==> src/rtl/fb_page_scanout_if.sv <==
// Framebuffer read port and page-format output stream, bundled as one interface.
// The master side is the scanout engine; the slave side is the framebuffer plus
// the downstream consumer.
interface fb_page_scanout_if;
  logic       fb_re;
  logic       fb_r_mode;
  logic [7:0] fb_r_xpos;
  logic [7:0] fb_r_ypos;
  logic       fb_r_data_valid;
  logic [7:0] fb_dout;

  logic       out_valid;
  logic       out_ready;
  logic [7:0] out_data;
  logic       out_page_start;
  logic       out_last;

  modport master (
    output fb_re, fb_r_mode, fb_r_xpos, fb_r_ypos,
    input  fb_r_data_valid, fb_dout,
    output out_valid, out_data, out_page_start, out_last,
    input  out_ready
  );

  modport slave (
    input  fb_re, fb_r_mode, fb_r_xpos, fb_r_ypos,
    output fb_r_data_valid, fb_dout,
    input  out_valid, out_data, out_page_start, out_last,
    output out_ready
  );
endinterface

==> src/rtl/fb_page_scanout.sv <==
// Page-order framebuffer scanout: reads the framebuffer one 8-pixel column byte
// at a time (pages outer, columns inner) and forwards each byte unmodified on a
// valid/ready stream, marking page starts and the final byte of the frame.
module fb_page_scanout #(
  parameter int H_PIXELS = 128,
  parameter int V_PIXELS = 64
) (
  input  logic clk,
  input  logic rst_n,
  input  logic start,
  input  logic cont,
  input  logic fb_ready,
  output logic busy,
  output logic frame_done,
  output logic frame_abort,
  fb_page_scanout_if.master bus
);

  localparam int PAGES = V_PIXELS / 8;
  localparam int CW    = (H_PIXELS > 1) ? $clog2(H_PIXELS) : 1;
  localparam int PW    = (PAGES > 1) ? $clog2(PAGES) : 1;
  localparam logic [CW-1:0] LAST_COL  = CW'(H_PIXELS - 1);
  localparam logic [PW-1:0] LAST_PAGE = PW'(PAGES - 1);

  typedef enum logic [1:0] {IDLE, REQ, SEND} state_t;

  state_t        state;
  logic [CW-1:0] column;
  logic [PW-1:0] page;
  logic          fb_re;
  logic [7:0]    xpos;
  logic [7:0]    ypos;
  logic          out_valid;
  logic [7:0]    out_data;
  logic          out_page_start;
  logic          out_last;

  logic          at_last_col;
  logic          at_last_page;
  logic [CW-1:0] next_column;
  logic [PW-1:0] next_page;

  // Row address of a page: page*8, widened before truncation so it cannot wrap.
  function automatic logic [7:0] page_row(input logic [PW-1:0] p);
    return 8'({p, 3'b000});
  endfunction

  assign at_last_col  = (column == LAST_COL);
  assign at_last_page = (page == LAST_PAGE);

  // Next scan position: column wraps to 0 at the end of a page and bumps the page.
  always_comb begin
    next_column = column + CW'(1);
    next_page   = page;
    if (at_last_col) begin
      next_column = '0;
      next_page   = page + PW'(1);
    end
  end

  // Scan state machine; all outputs registered, loss of the framebuffer abandons the frame.
  always_ff @(posedge clk or negedge rst_n) begin
    if (!rst_n) begin
      state          <= IDLE;
      column         <= '0;
      page           <= '0;
      fb_re          <= 1'b0;
      xpos           <= 8'd0;
      ypos           <= 8'd0;
      out_valid      <= 1'b0;
      out_data       <= 8'd0;
      out_page_start <= 1'b0;
      out_last       <= 1'b0;
      frame_done     <= 1'b0;
      frame_abort    <= 1'b0;
    end else begin
      frame_done  <= 1'b0;
      frame_abort <= 1'b0;
      case (state)
        IDLE: begin
          if (start && fb_ready) begin
            state  <= REQ;
            column <= '0;
            page   <= '0;
            xpos   <= 8'd0;
            ypos   <= 8'd0;
            fb_re  <= 1'b1;
          end
        end
        REQ: begin
          if (!fb_ready) begin
            state          <= IDLE;
            fb_re          <= 1'b0;
            out_valid      <= 1'b0;
            out_page_start <= 1'b0;
            out_last       <= 1'b0;
            frame_abort    <= 1'b1;
          end else if (bus.fb_r_data_valid) begin
            state          <= SEND;
            fb_re          <= 1'b0;
            out_valid      <= 1'b1;
            out_data       <= bus.fb_dout;
            out_page_start <= (column == '0);
            out_last       <= at_last_col && at_last_page;
          end
        end
        SEND: begin
          if (!fb_ready) begin
            state          <= IDLE;
            fb_re          <= 1'b0;
            out_valid      <= 1'b0;
            out_page_start <= 1'b0;
            out_last       <= 1'b0;
            frame_abort    <= 1'b1;
          end else if (out_valid && bus.out_ready) begin
            out_valid      <= 1'b0;
            out_page_start <= 1'b0;
            out_last       <= 1'b0;
            if (out_last) begin
              frame_done <= 1'b1;
              column     <= '0;
              page       <= '0;
              xpos       <= 8'd0;
              ypos       <= 8'd0;
              if (cont) begin
                state <= REQ;
                fb_re <= 1'b1;
              end else begin
                state <= IDLE;
              end
            end else begin
              state  <= REQ;
              fb_re  <= 1'b1;
              column <= next_column;
              page   <= next_page;
              xpos   <= 8'(next_column);
              ypos   <= page_row(next_page);
            end
          end
        end
        default: state <= IDLE;
      endcase
    end
  end

  assign busy               = (state != IDLE);
  assign bus.fb_re          = fb_re;
  assign bus.fb_r_mode      = 1'b1;
  assign bus.fb_r_xpos      = xpos;
  assign bus.fb_r_ypos      = ypos;
  assign bus.out_valid      = out_valid;
  assign bus.out_data       = out_data;
  assign bus.out_page_start = out_page_start;
  assign bus.out_last       = out_last;

endmodule
==> src/flat_wrapper.sv <==
// flat-port wrapper written by rule: the top's interface ports become plain ports
module fb_page_scanout_flat 
#(
  parameter int H_PIXELS = 128,
  parameter int V_PIXELS = 64
)
  (clk, rst_n, start, cont, fb_ready, busy, frame_done, frame_abort, bus_fb_re, bus_fb_r_mode, bus_fb_r_xpos, bus_fb_r_ypos, bus_fb_r_data_valid, bus_fb_dout, bus_out_valid, bus_out_data, bus_out_page_start, bus_out_last, bus_out_ready);
  fb_page_scanout_if bus_i ();
  input  logic clk;
  input  logic rst_n;
  input  logic start;
  input  logic cont;
  input  logic fb_ready;
  output logic busy;
  output logic frame_done;
  output logic frame_abort;
  output wire logic [$bits(bus_i.fb_re)-1:0] bus_fb_re;
  output wire logic [$bits(bus_i.fb_r_mode)-1:0] bus_fb_r_mode;
  output wire logic [$bits(bus_i.fb_r_xpos)-1:0] bus_fb_r_xpos;
  output wire logic [$bits(bus_i.fb_r_ypos)-1:0] bus_fb_r_ypos;
  input wire logic [$bits(bus_i.fb_r_data_valid)-1:0] bus_fb_r_data_valid;
  input wire logic [$bits(bus_i.fb_dout)-1:0] bus_fb_dout;
  output wire logic [$bits(bus_i.out_valid)-1:0] bus_out_valid;
  output wire logic [$bits(bus_i.out_data)-1:0] bus_out_data;
  output wire logic [$bits(bus_i.out_page_start)-1:0] bus_out_page_start;
  output wire logic [$bits(bus_i.out_last)-1:0] bus_out_last;
  input wire logic [$bits(bus_i.out_ready)-1:0] bus_out_ready;
  assign bus_fb_re = bus_i.fb_re;
  assign bus_fb_r_mode = bus_i.fb_r_mode;
  assign bus_fb_r_xpos = bus_i.fb_r_xpos;
  assign bus_fb_r_ypos = bus_i.fb_r_ypos;
  assign bus_i.fb_r_data_valid = bus_fb_r_data_valid;
  assign bus_i.fb_dout = bus_fb_dout;
  assign bus_out_valid = bus_i.out_valid;
  assign bus_out_data = bus_i.out_data;
  assign bus_out_page_start = bus_i.out_page_start;
  assign bus_out_last = bus_i.out_last;
  assign bus_i.out_ready = bus_out_ready;
  fb_page_scanout #(.H_PIXELS(H_PIXELS), .V_PIXELS(V_PIXELS)) u_core (.clk(clk), .rst_n(rst_n), .start(start), .cont(cont), .fb_ready(fb_ready), .busy(busy), .frame_done(frame_done), .frame_abort(frame_abort), .bus(bus_i));
endmodule
==> config.mk <==
export PLATFORM = sky130hd
export DESIGN_NAME = fb_page_scanout_flat
export DESIGN_NICKNAME = d
export VERILOG_FILES = /design/src/rtl/fb_page_scanout_if.sv /design/src/rtl/fb_page_scanout.sv /design/src/flat_wrapper.sv
export SDC_FILE = /design/constraint.sdc
export NUM_CORES = 1
export LEC_CHECK = 0
export CORE_ASPECT_RATIO = 2
export CORE_MARGIN = 1.5
export CORE_UTILIZATION = 47
export CTS_CLUSTER_SIZE = 14
export DETAILED_ROUTE_END_ITERATION = 10
export HOLD_SLACK_MARGIN = 0.03
export MAX_ROUTING_LAYER = met4
export PLACE_DENSITY_LB_ADDON = 0.1
export SLEW_MARGIN = 30
export SYNTH_ARGS = -nofsm -noshare
export SYNTH_HDL_FRONTEND = slang
export SYNTH_SLANG_ARGS = --single-unit
export TNS_END_PERCENT = 5
==> constraint.sdc <==
create_clock -name clk -period 6.2 [get_ports clk]
set_clock_uncertainty 0.2 [all_clocks]
set_input_delay 1.24 -clock clk [delete_from_list [all_inputs] [get_ports clk]]
set_output_delay 1.24 -clock clk [all_outputs]
set_load 0.02 [all_outputs]
==> flow_summary.json <==
{
  "fmax_ghz": 0.323,
  "outcome": "finished clean",
  "post-route-period-util_pct": 49.9,
  "clock-root-buffer": "sky130_fd_sc_hd__clkbuf_8",
  "detailroute.via_count": 1110,
  "tritoncts.num_buffers": 3,
  "finalSetupViolCount": 0,
  "main_combinational_cell_family_by_area_after_synthesis": "simple AND/OR/NAND/NOR gates",
  "final_layout_size_suffix_gt1_share_pct": 14.4,
  "ctsResizeCount": 0,
  "reg2reg_to": "u_core.bus.fb_r_ypos[3]",
  "synthXorXnorAreaFrac_pct": 0,
  "grt_pass1_wl_um": 4900,
  "path_clk_slew_ns": 0.09,
  "routed_wire_per_std_cell_um": 14.7,
  "grt_start_max_net_pins": 27,
  "antenna_found_initial": 0,
  "holdPathEnd": "u_core.bus.out_data[6]",
  "cts_max_level": 1,
  "pre_cts_slack_ns": 2.86,
  "worstSetupEndpointType": "output port",
  "setup_cp_type": "reg2out",
  "insertion_delay_of_the_later_clocked_pin_in_the_worst_skew_pair_ns": 0.26,
  "timing.rr.start": "u_core.state[0]",
  "seq_area_frac_synth_pct": 46.9,
  "most_used_cells_in_the_layout_excluding_fill_and_tap_cells": "sky130_fd_sc_hd__clkdlybuf4s50_1, sky130_fd_sc_hd__dfrtp_1, sky130_fd_sc_hd__mux2_2",
  "initialDrtViolationCount": 20,
  "fp.coreArea_mm2": 0.00277,
  "timing_hold_violations_final": 0,
  "slew_headroom_pct": 66.5,
  "irDropWorstVdd_mv": 0.260,
  "drt_wl_total_um": 2880,
  "postSynthAreaPerCell_um2": 11.0,
  "reg2regPathDepth": 6,
  "firstDrtPassIters": 4,
  "syn_area_mm2": 0.00139,
  "avgViaCountPerCell": 5.66,
  "buffer_ports.inserted": 39,
  "synth-adder-area-share_pct": 7.22,
  "reg2reg_setup_slack_ns": 3.75,
  "post_synthesis_instance_total": 126,
  "ys_dominant_reg_cell": "sky130_fd_sc_hd__dfrtp_1",
  "route.antenna.remaining_nets": 0,
  "cp.arrival_ns": 1.66,
  "setup_tns_ns": 0,
  "min_path_type": "reg2reg",
  "fillers": 231,
  "gr-usage-all-layers_pct": 19.5,
  "start_kind": "flip-flop",
  "final_common_cell": "sky130_fd_sc_hd__clkdlybuf4s50_1",
  "die_span_in_y_um": 79.8,
  "cap_violations": 0,
  "nets": 191,
  "finalWeightedCongestion": 0.931,
  "diodes": 0,
  "post_cts_setup_repair_buffer_count": 0,
  "critical_path_required_ns": 4.76,
  "clock_tree.buffer_depth": 2,
  "async_reset_ff_share_pct": 100,
  "dpl-instance-area_mm2": 0.00178,
  "timing.final.ws_setup_ns": 3.10,
  "placement_rows": 27,
  "post-dp-hpwl_um": 2290,
  "setup_repair_after_global_routing_missed_its_margin": "no",
  "syn_to_final_growth_pct": 32.0,
  "grt_remaining_overflow": 0,
  "power.density_mw_per_mm2": 411,
  "clock_sinks": 26,
  "hold_buffers": 0,
  "leakage_uw": 0.000823,
  "synth_simple_gate_area_share_pct": 15.3,
  "synth_edf_count": 0,
  "grt_pass1_vias": 1130,
  "drt_drc_violations_left": 0,
  "worstMarginPinSlew_ns": 0.502,
  "synth-seq-cells": 26,
  "design.portCount": 47,
  "synthMuxAreaShare_pct": 12.0,
  "clock_tree_from_tritoncts": "done",
  "holdCritStartpoint": "u_core.bus.out_data[6]",
  "time_the_final_worst_path_needs_with_i_o_delays_and_setup_ns": 3.10,
  "ys_warn_count": 0,
  "hold_path_depth": 1,
  "postLayoutCellArea_mm2": 0.00183,
  "die_width_um": 41.4,
  "dieArea_mm2": 0.00330,
  "critical_path_peak_fanout": 4,
  "yosysUniqueCellTypes": 37,
  "initial_core_util_pct": 50.0,
  "fraction_of_the_mapped_netlist_area_in_compound_gates_pct": 11.8,
  "slew_viol_final": 0
}
==> per-layer routing <==
metal | GRT usage [%] | wire length (µm) | part of all wire, % | up-vias
li1 | - | - | - | 512
met1 | 19.3 | 1030 | 36 | 542
met5 | - | 0 | 0 | -
met3 | 2.94 | 152 | 5.3 | 6
met4 | 10.6 | 34 | 1.2 | 0
met2 | 35.5 | 1660 | 58 | 50
==> layout make-up <==
type	count	area, µm²	area share, %
inverters	6	22.5	1.23
well taps	29	36.3	1.98
clock buffers	4	55.1	3.01
multi-input cells	91	668	36.5
flip-flops and latches	26	651	35.5
repair buffers	40	398	21.7
==> worst max-delay path by stage <==
stage,start,endpoint,slack [ns],cells after the start
CTS,u_core.state[0],busy,3.09,4
global placement,bus_out_ready,u_core.bus.fb_r_ypos[3],2.90,5
detailed placement,bus_out_ready,u_core.bus.fb_r_ypos[4],2.86,5
global route,u_core.state[0],busy,3.03,4
floorplan,bus_out_ready,u_core.bus.fb_r_ypos[3],3.52,5
finish,u_core.state[0],busy,3.10,4
==> Yosys cell counts, types with 2 or more instances <==
cell type | count | share of area, %
sky130_fd_sc_hd__nor2_1 | 8 | 2.2
sky130_fd_sc_hd__nand2b_1 | 2 | 0.90
sky130_fd_sc_hd__mux2_2 | 13 | 11
sky130_fd_sc_hd__buf_4 | 7 | 3.8
sky130_fd_sc_hd__nor3_1 | 2 | 0.72
sky130_fd_sc_hd__o31ai_1 | 2 | 1.1
sky130_fd_sc_hd__a31oi_1 | 2 | 0.90
sky130_fd_sc_hd__ha_1 | 8 | 7.2
sky130_fd_sc_hd__nor2b_1 | 4 | 1.8
sky130_fd_sc_hd__conb_1 | 2 | 0.54
sky130_fd_sc_hd__a22o_2 | 3 | 2.2
sky130_fd_sc_hd__nand2_1 | 6 | 1.6
sky130_fd_sc_hd__inv_1 | 6 | 1.6
sky130_fd_sc_hd__o21ai_0 | 7 | 2.5
sky130_fd_sc_hd__nand3_1 | 6 | 2.2
sky130_fd_sc_hd__mux2i_1 | 2 | 1.4
sky130_fd_sc_hd__dfrtp_1 | 26 | 47
==> cell families after synthesis <==
family / count (synthesis)
compound gates: 23
other cells: 2
fa+ha+maj: 8
simple gates: 38
buf+inv: 14
flops: 26
mux: 15
==> where the power goes <==
part / total, µW / internal [µW] / switching (µW)
registers: 259 / 222 / 36.1
logic: 388 / 197 / 191
clock network: 107 / 56.7 / 50.4
==> stage by stage <==
| step | util, % | instances | hold WS (ns) | total power, µW |
|---|---|---|---|---|
| after floorplan | - | 131 | 0.333 | 506 |
| after CTS | 66.1 | 196 | 0.313 | 763 |
| after global routing | 66.1 | 196 | 0.334 | 808 |
| final | 66.1 | 196 | 0.312 | 753 |
| after detailed placement | 64.1 | 192 | 0.292 | 654 |
| after global placement | 64.1 | 192 | 0.287 | 644 |
==> flip-flops by register name (all words and copies together) (netlist names) <==
name / flops
u_core.bus.out_data: 8
u_core.bus.fb_r_xpos: 7
u_core.bus.fb_r_ypos: 3
u_core.state: 2
u_core.bus.fb_re: 1
u_core.bus.out_last: 1
u_core.bus.out_page_start: 1
u_core.bus.out_valid: 1
u_core.frame_abort: 1
u_core.frame_done: 1
==> worst max-delay path, stage by stage, from the launching register on <==
cell and delay [ns]:
sky130_fd_sc_hd__dfrtp_1 0.39, sky130_fd_sc_hd__inv_1 0.09, sky130_fd_sc_hd__ha_1 0.24, sky130_fd_sc_hd__inv_1 0.08
sky130_fd_sc_hd__clkdlybuf4s50_1 0.60
(Power assumes the default switching activity.)
